<file path="src/rtl/mem_port_arbiter_if.sv">
// Block-level memory port bundle: request strobes, address and write data
// flow from master to slave; read data and completion flow back.
`timescale 1ns/1ps

interface mem_port_arbiter_if;
    logic         read;
    logic         write;
    logic [27:0]  addr;
    logic [127:0] wdata;
    logic [127:0] rdata;
    logic         ready;

    // Requester side (a cache, or the arbiter facing external memory)
    modport master (
        output read, write, addr, wdata,
        input  rdata, ready
    );

    // Responder side (the arbiter facing a cache, or the memory)
    modport slave (
        input  read, write, addr, wdata,
        output rdata, ready
    );
endinterface

</file>
<file path="src/rtl/mem_port_arbiter.sv">
// Shares one slow memory port between the I-cache and D-cache.
// The D-cache has fixed priority; an aging counter lets the I-cache win a
// conflict after MAX_LOSS consecutive losses. A grant lasts until the memory
// reports completion (or the owner drops its request), and is always
// followed by a single bus-turnaround cycle.
`timescale 1ns/1ps

module mem_port_arbiter #(
    parameter int MAX_LOSS = 2,
    parameter int LOSS_W   = 2,
    parameter int CNT_W    = 16
) (
    input  logic               clk,
    input  logic               rst_n,
    mem_port_arbiter_if.slave  memI,
    mem_port_arbiter_if.slave  memD,
    mem_port_arbiter_if.master mem,
    output logic               grant_I,
    output logic               grant_D,
    output logic [CNT_W-1:0]   conflict_cnt
);

    typedef enum logic [1:0] {
        IDLE   = 2'd0,
        BUSY_I = 2'd1,
        BUSY_D = 2'd2,
        TURN   = 2'd3
    } state_t;

    state_t             state_reg;
    state_t             state_next;
    logic [LOSS_W-1:0]  loss_cnt_reg;
    logic [LOSS_W-1:0]  loss_cnt_next;
    logic [CNT_W-1:0]   conflict_cnt_reg;
    logic [CNT_W-1:0]   conflict_cnt_next;

    logic req_icache;
    logic req_dcache;

    assign req_icache   = memI.read | memI.write;
    assign req_dcache   = memD.read | memD.write;
    assign conflict_cnt = conflict_cnt_reg;

    // State and counter registers; reset acts immediately, not at the next edge
    always_ff @(posedge clk or negedge rst_n) begin
        if (!rst_n) begin
            state_reg        <= IDLE;
            loss_cnt_reg     <= '0;
            conflict_cnt_reg <= '0;
        end else begin
            state_reg        <= state_next;
            loss_cnt_reg     <= loss_cnt_next;
            conflict_cnt_reg <= conflict_cnt_next;
        end
    end

    // Next-state selection and the combinational bus steering for the owner
    always_comb begin
        state_next        = state_reg;
        loss_cnt_next     = loss_cnt_reg;
        conflict_cnt_next = conflict_cnt_reg;

        mem.read   = 1'b0;
        mem.write  = 1'b0;
        mem.addr   = '0;
        mem.wdata  = '0;
        memI.rdata = '0;
        memI.ready = 1'b0;
        memD.rdata = '0;
        memD.ready = 1'b0;
        grant_I    = 1'b0;
        grant_D    = 1'b0;

        case (state_reg)
            IDLE: begin
                if (req_icache && req_dcache) begin
                    if (conflict_cnt_reg != '1) begin
                        conflict_cnt_next = conflict_cnt_reg + 1'b1;
                    end
                    // Aging: after enough consecutive losses the I-cache wins
                    if (loss_cnt_reg >= LOSS_W'(MAX_LOSS)) begin
                        state_next    = BUSY_I;
                        loss_cnt_next = '0;
                    end else begin
                        state_next    = BUSY_D;
                        loss_cnt_next = loss_cnt_reg + 1'b1;
                    end
                end else if (req_icache) begin
                    state_next    = BUSY_I;
                    loss_cnt_next = '0;
                end else if (req_dcache) begin
                    // An uncontested D grant is not a loss for the I-cache
                    state_next = BUSY_D;
                end
            end

            BUSY_I: begin
                grant_I    = 1'b1;
                mem.read   = memI.read;
                mem.write  = memI.write;
                mem.addr   = memI.addr;
                mem.wdata  = memI.wdata;
                memI.rdata = mem.rdata;
                memI.ready = mem.ready;
                // Dropping the request early abandons the transaction
                if (mem.ready || !req_icache) begin
                    state_next = TURN;
                end
            end

            BUSY_D: begin
                grant_D    = 1'b1;
                mem.read   = memD.read;
                mem.write  = memD.write;
                mem.addr   = memD.addr;
                mem.wdata  = memD.wdata;
                memD.rdata = mem.rdata;
                memD.ready = mem.ready;
                if (mem.ready || !req_dcache) begin
                    state_next = TURN;
                end
            end

            TURN: begin
                // Gives the finished cache a cycle to withdraw its request
                state_next = IDLE;
            end

            default: begin
                state_next = IDLE;
            end
        endcase
    end

endmodule

</file>
<file path="src/flat_wrapper.sv">
// flat-port wrapper written by rule: the top's interface ports become plain ports
module mem_port_arbiter_flat 
#(
    parameter int MAX_LOSS = 2,
    parameter int LOSS_W   = 2,
    parameter int CNT_W    = 16
)
  (clk, rst_n, grant_I, grant_D, conflict_cnt, memI_read, memI_write, memI_addr, memI_wdata, memI_rdata, memI_ready, memD_read, memD_write, memD_addr, memD_wdata, memD_rdata, memD_ready, mem_read, mem_write, mem_addr, mem_wdata, mem_rdata, mem_ready);
  mem_port_arbiter_if memI_i ();
  mem_port_arbiter_if memD_i ();
  mem_port_arbiter_if mem_i ();
  input  logic clk;
  input  logic rst_n;
  output logic grant_I;
  output logic grant_D;
  output logic [CNT_W-1:0] conflict_cnt;
  input wire logic [$bits(memI_i.read)-1:0] memI_read;
  input wire logic [$bits(memI_i.write)-1:0] memI_write;
  input wire logic [$bits(memI_i.addr)-1:0] memI_addr;
  input wire logic [$bits(memI_i.wdata)-1:0] memI_wdata;
  output wire logic [$bits(memI_i.rdata)-1:0] memI_rdata;
  output wire logic [$bits(memI_i.ready)-1:0] memI_ready;
  input wire logic [$bits(memD_i.read)-1:0] memD_read;
  input wire logic [$bits(memD_i.write)-1:0] memD_write;
  input wire logic [$bits(memD_i.addr)-1:0] memD_addr;
  input wire logic [$bits(memD_i.wdata)-1:0] memD_wdata;
  output wire logic [$bits(memD_i.rdata)-1:0] memD_rdata;
  output wire logic [$bits(memD_i.ready)-1:0] memD_ready;
  output wire logic [$bits(mem_i.read)-1:0] mem_read;
  output wire logic [$bits(mem_i.write)-1:0] mem_write;
  output wire logic [$bits(mem_i.addr)-1:0] mem_addr;
  output wire logic [$bits(mem_i.wdata)-1:0] mem_wdata;
  input wire logic [$bits(mem_i.rdata)-1:0] mem_rdata;
  input wire logic [$bits(mem_i.ready)-1:0] mem_ready;
  assign memI_i.read = memI_read;
  assign memI_i.write = memI_write;
  assign memI_i.addr = memI_addr;
  assign memI_i.wdata = memI_wdata;
  assign memI_rdata = memI_i.rdata;
  assign memI_ready = memI_i.ready;
  assign memD_i.read = memD_read;
  assign memD_i.write = memD_write;
  assign memD_i.addr = memD_addr;
  assign memD_i.wdata = memD_wdata;
  assign memD_rdata = memD_i.rdata;
  assign memD_ready = memD_i.ready;
  assign mem_read = mem_i.read;
  assign mem_write = mem_i.write;
  assign mem_addr = mem_i.addr;
  assign mem_wdata = mem_i.wdata;
  assign mem_i.rdata = mem_rdata;
  assign mem_i.ready = mem_ready;
  mem_port_arbiter #(.MAX_LOSS(MAX_LOSS), .LOSS_W(LOSS_W), .CNT_W(CNT_W)) u_core (.clk(clk), .rst_n(rst_n), .memI(memI_i), .memD(memD_i), .mem(mem_i), .grant_I(grant_I), .grant_D(grant_D), .conflict_cnt(conflict_cnt));
endmodule
</file>
<file path="config.mk">
export PLATFORM = sky130hd
export DESIGN_NAME = mem_port_arbiter_flat
export DESIGN_NICKNAME = d
export VERILOG_FILES = /design/src/rtl/mem_port_arbiter_if.sv /design/src/rtl/mem_port_arbiter.sv /design/src/flat_wrapper.sv
export SDC_FILE = /design/constraint.sdc
export NUM_CORES = 1
export LEC_CHECK = 0
export CAP_MARGIN = 20
export CORE_AREA = 5 5 342 344
export DETAILED_ROUTE_END_ITERATION = 8
export DIE_AREA = 0 0 347 349
export PLACE_DENSITY = 0.3
export SLEW_MARGIN = 40
export SYNTH_ARGS = -nofsm -noshare
export SYNTH_HDL_FRONTEND = slang
export SYNTH_SLANG_ARGS = --single-unit
</file>
<file path="constraint.sdc">
create_clock -name clk -period 2 [get_ports clk]
set_clock_uncertainty 0.15 [all_clocks]
set_input_delay 0.2 -clock clk [delete_from_list [all_inputs] [get_ports clk]]
set_output_delay 0.2 -clock clk [all_outputs]
set_load 0.1 [all_outputs]
</file>
* Word-level counts from Yosys, hierarchy flattened
Index checks and enable logic that the tools add are counted.
** Word-level totals
- Bits in registers :: 20
- Output and inout port bits :: 434
- Bits of input ports :: 447
- Logic and storage cells :: 45
** Cells by class
- Bitwise operators :: 2
- Reduce and logical (&&, ||, !) cells :: 10
- Muxes and demuxes :: 20
- Equality and inequality tests :: 7
- Order comparisons :: 1
- Add/subtract/negate cells :: 2
** Operators with widths (count)
- 128-bit 2-to-1 mux :: 2
- 128-bit one-hot mux with 2 select lines :: 1
- 28-bit one-hot mux with 2 select lines :: 1
- 2-bit 2-to-1 mux :: 9
- 16-bit by 1-bit adder with 16-bit output, second input constant :: 1
- 16-bit inequality test, second input constant :: 1
- 2-bit one-hot mux with 4 select lines :: 1
- 3-bit AND reduction :: 2
- 2-bit == test, second input constant :: 2
- 1-bit 2-to-1 mux :: 4
- 2-bit by 1-bit inequality test with 1-bit output, second input constant :: 2
- 4-bit by 1-bit inequality test with 1-bit output, second input constant :: 1
- 1-bit one-hot mux with 2 select lines :: 2
- 2-bit by 1-bit adder with 2-bit output, second input constant :: 1
- 2-bit by 1-bit == test with 1-bit output, second input constant :: 1
- 2-bit greater-or-equal comparator, second input constant :: 1
- 1-bit zero test :: 2
- 2-bit zero test :: 1
- 1-bit logical OR :: 2
- 1-bit OR :: 2
- 2-bit AND reduction :: 1
- 2-bit nonzero test :: 1
- 1-bit logical AND :: 1

* Longest topological paths before layout
Gate-level depths: netlist (run 1).
- Depth in word-level cells :: 5
- Mapped depth :: 7
- Depth with buffers taken out :: 6

* Least setup slack after synthesis (run 1)
OpenSTA, ideal clock, no wires.
- Path kind :: reg2out
- From :: reg u_core.state_reg[1]
- To :: out mem_addr[16]
- Slack :: -1847 ps
- Stages on the path, launching flop included :: 8
- Data arrival time :: 3497 ps
- Path buffers :: 3
- Data required time :: 1650 ps
- Cells stage by stage :: dfrtp_1 -> inv_1 -> ha_1 -> buf_2 -> clkbuf_1 -> clkbuf_1 -> a22oi_1 -> nor2_1
** Between the ends
- Cells in the longest elaborated chain, start to end :: 2
- Elaborated cells on any way between the ends :: 3
- Classes of those cells :: 2 x eq/ne; 1 x mux
** Ends and longest elaborated chain
- start, declared :: RTL line mem_port_arbiter.sv:30 : state_t state_reg;
- start signal, assigned :: RTL line mem_port_arbiter.sv:51 : state_reg <= state_next;
- 2-bit == test / 2-bit by 1-bit == test with 1-bit output (equally long branches) :: RTL line mem_port_arbiter.sv:74 : case (state_reg)
- 28-bit one-hot mux with 2 select lines (*) :: RTL line mem_port_arbiter.sv:74
- end, declared :: RTL line flat_wrapper.sv:31 : output wire logic [$bits(mem_i.addr)-1:0] mem_addr;
Every way passes the cells marked *; elsewhere a longest branch is shown, timed or not.

* Worst setup path after layout (run 1)
- From :: reg u_core.state_reg[0]
- To :: out mem_addr[17]
Same word-level chain as after synthesis.

==> results of run 1 <==
==> cells by family after synthesis <==
family | after synthesis | share of synthesized area
adder cells (fa/ha/maj) | 4 | 0.0105
AO/OA/AOI/OAI | 174 | 0.271
flip-flops | 20 | 0.105
XOR/XNOR | 13 | 0.0238
buffers and inverters | 84 | 0.0665
AND/OR/NAND/NOR | 459 | 0.514
multiplexers | 4 | 0.00969
==> per-layer routing <==
metal / routed length (µm) / vias up / track usage / part of all wire
li1: - / 4603 / - / -
met1: 31300 / 4657 / 0.137 / 0.41
met2: 38300 / 422 / 0.200 / 0.50
met3: 6020 / 30 / 0.0409 / 0.079
met4: 676 / 2 / 0.0184 / 0.0089
met5: 13 / - / 0 / 0.00017
==> how the worst max path moves through the flow <==
stage                                          startpoint        endpoint  slack [ns]  depth (start not counted)
after global routing      u_core.state_reg[0]$_DFFE_PN0P_   mem_wdata[65]       -0.41                          6
after detailed placement  u_core.state_reg[1]$_DFFE_PN0P_  mem_wdata[123]       -0.41                          7
final                     u_core.state_reg[0]$_DFFE_PN0P_    mem_addr[17]       -0.33                          8
after floorplan           u_core.state_reg[1]$_DFFE_PN0P_  mem_wdata[123]       -0.83                          6
after CTS                 u_core.state_reg[0]$_DFFE_PN0P_   mem_wdata[54]       -0.37                          8
after global placement    u_core.state_reg[1]$_DFFE_PN0P_  mem_wdata[123]       -0.44                          7
==> cells in the final DEF (no fill, tap or decap), drive strengths merged, types with 2 or more instances in the layout <==
cell type | netlist | layout
nor3 | 4 | 4
xnor2 | 5 | 5
diode | 0 | 13
o21ai | 6 | 6
nor2 | 163 | 163
nor4 | 3 | 3
mux2i | 2 | 2
o31ai | 3 | 3
a22oi | 158 | 158
buf | 4 | 594
bufbuf | 0 | 2
and2 | 258 | 258
nand4 | 6 | 6
mux2 | 2 | 2
or3 | 3 | 3
nand2 | 10 | 10
dfrtp | 20 | 20
inv | 2 | 3
a21oi | 2 | 2
ha | 4 | 4
nand3 | 7 | 7
a31oi | 2 | 2
clkdlybuf4s50 | 0 | 446
clkbuf | 77 | 16
and3 | 2 | 2
xor2 | 8 | 8
==> critical path: cells and delay by family (launching register included) <==
family	cells	cell delay (ns)
buffers and inverters	5	0.74
flip-flops	1	0.43
AO/OA/AOI/OAI	1	0.28
AND/OR/NAND/NOR	1	0.04
adder cells (fa/ha/maj)	1	0.20
==> cell type report <==
| cell class | count | area, µm² | share of cell area |
|---|---|---|---|
| Tap cell | 1512 | 1890 | 0.0765 |
| Clock inverter | 1 | 30.0 | 0.00122 |
| Timing Repair Buffer | 1055 | 15700 | 0.636 |
| Antenna cell | 13 | 32.5 | 0.00132 |
| Multi-Input combinational cell | 654 | 6400 | 0.259 |
| Inverter | 3 | 27.5 | 0.00111 |
| Clock buffer | 3 | 75.1 | 0.00304 |
| Sequential cell | 20 | 533 | 0.0216 |
==> timing repair <==
| action | in CTS | in global routing |
|---|---|---|
| cloned | 13 | 16 |
| hold buffers | 0 | 0 |
| resized for setup | 154 | 67 |
| setup buffers | 27 | 4 |
| setup endpoints to repair | 406 | 421 |
| pin swaps | 31 | 31 |
==> stage by stage <==
| step | setup TNS, ns | hold slack [ns] | setup WS (ns) |
|---|---|---|---|
| 3_5_place_dp | -25.92 | 0.328 | -0.407 |
| 5_1_grt | -114.90 | 0.177 | -0.413 |
| 4_1_cts | -92.98 | 0.157 | -0.369 |
| 3_3_place_gp | -29.22 | 0.322 | -0.440 |
| 2_1_floorplan | -50.05 | -0.246 | -0.833 |
| 6_report | -85.32 | 0.151 | -0.333 |
==> reports/results.txt, run 1 <==
DRT iter0 DRCs: 307
TritonRoute pass-1 iters: 4
# port buffers: 880
Crit start category: flop
Routed wire length: 76300 µm
Core ar.: 0.114 mm²
Post-synthesis sequential area ratio: 0.105
CTS tree: yes
Crit path required time: 1.65 ns
WP data arrival: 1.98 ns
Startpoint of the worst-slack reg-to-reg timing path: u_core.state_reg[0]$_DFFE_PN0P_
Post-synthesis cell count: 758
Post-synth top cells: 258 x and2_1, 163 x nor2_1, 158 x a22oi_1
Reg2reg end: u_core.state_reg[0]$_DFFE_PN0P_
Final HPWL DP: 66600 µm
Worst-path cell chain: ha_4 -> buf_12 -> buf_12 -> buf_16 -> a22oi_2 -> buf_4 -> nor2_4 -> buf_12
Slew Viols, Final: 0
# fillers: 12300
Fin crit period: 2.33 ns
Fin crit share: 1.17
Initial antenna violation count: 18
Synth Flop Type: dfrtp_1
DRC viols: 0
Initial core utilization: 0.0421
Vias in the first global route: 10600
HP Class: input pin to asynchronous set/reset pin
Die area: 0.121 mm²
Worst setup margin: -0.333 ns
Crit Path Category: flop to primary output
DIE HEIGHT: 349 µm
Critical path peak fanout: 9
F_max: 0.429 GHz
Final setup violation count: 411
Dpl cells: 3186
Clock sink total: 20
Gr usage total: 0.114
Post-layout util: 0.218
Mapped Avg Cell Area: 6.30 µm²
Max FFs per register: 16
Pin count of the biggest net entering global routing: 35
RSZ-0062 raised after global routing: true
Std-Cell Rows: 124
Synthesized flop and latch total: 20
Die width: 347 µm
Share of synthesized registers carrying an async set or reset: 1.00
Number of CTS-inserted buffers: 3
Final Hold Viols: 0
Slew HR: 0.689
Yosys top cell area share: 0.338
Post-synth EDFFs: 0
Layout cell share with drive strength beyond 1: 0.677
Syn Nets: 1209
Worst slew pin tran: 0.462 ns
Root buffer cell: clkbuf_16
Worst Reg2Reg Path Length in Cells: 9
Clk slew on worst S/H paths: 0.06 ns
Final net count: 2188
Later-pin clock latency in the skew report: 0.26 ns
DR vias: 9714
Worst-case clock buffer depth: 2
Number of nets still failing antenna checks after routing: 0
Slowest stage delay, CP: 0.43 ns
I/O pin count: 881
Placed standard-cell area: 0.0226 mm²
Avg WL per Cell: 23.4 µm
CP max stage cell: dfrtp_1
Global placer's final weighted congestion: 0.847
Leading cell type by number of instances after synthesis: and2_1
Cell variety after synth: 33
Status: complete, but fails checks
Cell Area, Synth: 0.00478 mm²
GR Overflow Total: 0
Non-Filler Instances: 3261
Failing checks: setup timing
Reg2Reg Setup Slack: -0.09 ns
Max cap viols: 0
First-pass GRT wire length: 97500 µm
Post-route cell area: 0.0247 mm²
Via density per instance: 2.98
Most used cell, CP: buf_12
Synth-to-Final Area Change: 417%
H-tree levels: 1
Leading cell types by total area after synthesis: and2_1 34%, a22oi_1 25%, nor2_1 13%, dfrtp_1 10%, clkbuf_1 6.1%
Endpoint class of the critical path: primary output
Yosys Warn Count: 0
Yosys top cell by area: and2_1
Power of run 1 is left out: the tool's default activity adds up to more than one toggle a clock period on the data nets, which glitch-free logic cannot reach.
==> inputs of run 2 (changes only) <==
CELL_PAD_IN_SITES_DETAIL_PLACEMENT = 1   (was not set)
CELL_PAD_IN_SITES_GLOBAL_PLACEMENT = 2   (was not set)
CORE_AREA = 2 2 344 346   (was 5 5 342 344)
DIE_AREA = 0 0 346 348   (was 0 0 347 349)
PLACE_DENSITY = 0.54   (was 0.3)
TNS_END_PERCENT = 10   (was not set)
==> run 2 against run 1 <==
Flip-flop and latch count unchanged. Cell count about the same. Routed wire length up 11%. Die area shrank 0.57%. Via count rose by 2.3%. Register-to-register slack better by 0.11 ns. The flow still finishes with violations (setup timing).
==> reports/results.txt, run 2 (synthesis gave the netlist of run 1 again) <==
Status: complete, but fails checks (unchanged)
Failing checks: setup timing (unchanged)
Endpoint class of the critical path: primary output (unchanged)
WP data arrival: 2.03 ns (was 1.98 ns)
Sequential cell area: 500 µm² (was 533 µm²)
DR vias: 9935 (was 9714)
Root buffer cell: clkbuf_16 (unchanged)
Worst slew pin tran: 0.454 ns (was 0.462 ns)
Std-Cell Rows: 126 (was 124)
Core ar.: 0.117 mm² (was 0.114 mm²)
Die width: 346 µm (was 347 µm)
Via density per instance: 3.05 (was 2.98)
Worst-case clock buffer depth: 2 (unchanged)
CTS tree: yes (unchanged)
Pin count of the biggest net entering global routing: 38 (was 35)
Max cap viols: 0 (unchanged)
Initial antenna violation count: 42 (was 18)
# port buffers: 880 (unchanged)
Most frequent cells in the layout: 451 x buf_12, 446 x clkdlybuf4s50_1, 129 x and2_1, 118 x and2_4, 103 x buf_4 (was 464 x buf_12, 446 x clkdlybuf4s50_1, 258 x and2_4, 155 x nor2_4, 117 x a22oi_2)
First-pass GRT wire length: 106000 µm (was 97500 µm)
# fillers: 13300 (was 12300)
Routed wire length: 84900 µm (was 76300 µm)
Final setup violation count: 416 (was 411)
Max FFs per register: 16 (unchanged)
Critical path peak fanout: 7 (was 9)
Clk slew on worst S/H paths: 0.06 ns (about the same)
Final net count: 2173 (was 2188)
F_max: 0.421 GHz (was 0.429 GHz)
Post-layout util: 0.194 (was 0.218)
DRC viols: 0 (unchanged)
Slew Viols, Final: 0 (unchanged)
RSZ-0062 raised after global routing: true (unchanged)
DIE HEIGHT: 348 µm (was 349 µm)
Reg2Reg Setup Slack: 0.02 ns (was -0.09 ns)
CTS Hold Buffers Added: 0 (unchanged)
Non-Filler Instances: 3262 (was 3261)
Leading cell type in the layout, fill and taps excluded: buf_12 (unchanged)
Later-pin clock latency in the skew report: 0.27 ns (was 0.26 ns)
HP Class: input pin to asynchronous set/reset pin (unchanged)
Worst setup endpoint: mem_wdata[49] (was mem_addr[17])
TritonRoute pass-1 iters: 4 (unchanged)
Layout cell share with drive strength beyond 1: 0.532 (was 0.677)
Startpoint of the worst-slack reg-to-reg timing path: u_core.state_reg[1]$_DFFE_PN0P_ (was u_core.state_reg[0]$_DFFE_PN0P_)
Global placer's final weighted congestion: 0.842 (was 0.847)
Worst setup margin: -0.378 ns (was -0.333 ns)
Synth-to-Final Area Change: 375% (was 417%)
Final Hold Viols: 0 (unchanged)
Crit start category: flop (unchanged)
Gr usage total: 0.131 (was 0.114)
Reg2reg end: u_core.state_reg[0]$_DFFE_PN0P_ (unchanged)
Fin crit period: 2.38 ns (was 2.33 ns)
Number of CTS-inserted buffers: 3 (unchanged)
Avg WL per Cell: 26.0 µm (was 23.4 µm)
Number of nets still failing antenna checks after routing: 0 (unchanged)
Dpl cells: 3224 (was 3186)
GR Overflow Total: 0 (unchanged)
H-tree levels: 1 (unchanged)
DRT iter0 DRCs: 378 (was 307)
Fin crit share: 1.19 (was 1.17)
I/O pin count: 881 (unchanged)
Final HPWL DP: 74100 µm (was 66600 µm)
Area of the multi-input gates: 0.00520 mm² (was 0.00640 mm²)
Clock sink total: 20 (unchanged)
Initial core utilization: 0.0408 (was 0.0421)
Worst Reg2Reg Path Length in Cells: 8 (was 9)
Slew HR: 0.696 (was 0.689)
Crit Path Category: flop to primary output (unchanged)
Die area: 0.120 mm² (was 0.121 mm²)
Crit path required time: 1.65 ns (about the same)
Worst Setup SP: u_core.state_reg[1]$_DFFE_PN0P_ (was u_core.state_reg[0]$_DFFE_PN0P_)
Vias in the first global route: 10600 (about the same)
## run 2: repair_timing
action,CTS,global route
pin swaps,14,22
gates resized for setup,198,145
setup buffers,7,12
endpoints found under the setup margin,419,431
gates cloned,6,4
## run 2: worst min-delay path by stage
stage | start | endpoint | slack, ns
floorplan | rst_n | u_core.conflict_cnt[0]$_DFFE_PN0P_ | -0.25
global placement | u_core.loss_cnt_reg[0]$_DFFE_PN0P_ | u_core.loss_cnt_reg[0]$_DFFE_PN0P_ | 0.32
detailed placement | u_core.loss_cnt_reg[0]$_DFFE_PN0P_ | u_core.loss_cnt_reg[0]$_DFFE_PN0P_ | 0.33
CTS | rst_n | u_core.conflict_cnt[3]$_DFFE_PN0P_ | 0.14
global route | rst_n | u_core.conflict_cnt[13]$_DFFE_PN0P_ | 0.16
finish | rst_n | u_core.conflict_cnt[13]$_DFFE_PN0P_ | 0.14
## run 2: cell type report
class,count,share of cell area
inverters,3,0.00105
multi-input cells,654,0.229
clock inverters,1,0.00132
repair buffers,1040,0.658
well taps,1536,0.0846
diodes,5,0.000551
clock buffers,3,0.00331
flip-flops and latches,20,0.0220
## run 2: worst max-delay path, stage by stage (launching register included)
cell	delay (ns)
dfrtp_1	0.40
buf_6	0.13
ha_4	0.22
buf_12	0.16
buf_12	0.14
buf_16	0.14
a22oi_2	0.28
nor2_2	0.09
buf_12	0.18
## run 2: routing by layer
layer,up-vias,GRT usage,share of wire
met4,32,0.00989,0.0075
li1,4545,-,-
met2,493,0.213,0.46
met1,4805,0.165,0.42
met5,-,0,0.0026
met3,60,0.0602,0.11
## run 2: through the flow
step                hold WS (ns)  cell area [µm²]  setup TNS (ns)  setup slack [ns]
finish                     0.135            22700          -78.05            -0.378
global route               0.158            22700         -120.01            -0.436
CTS                        0.144            22000          -97.98            -0.401
detailed placement         0.328            21000           -7.46            -0.275
global placement           0.324            21000           -8.50            -0.311
floorplan                 -0.246             5280         -275.67             -1.25
Power of run 2 is left out for the same reason.
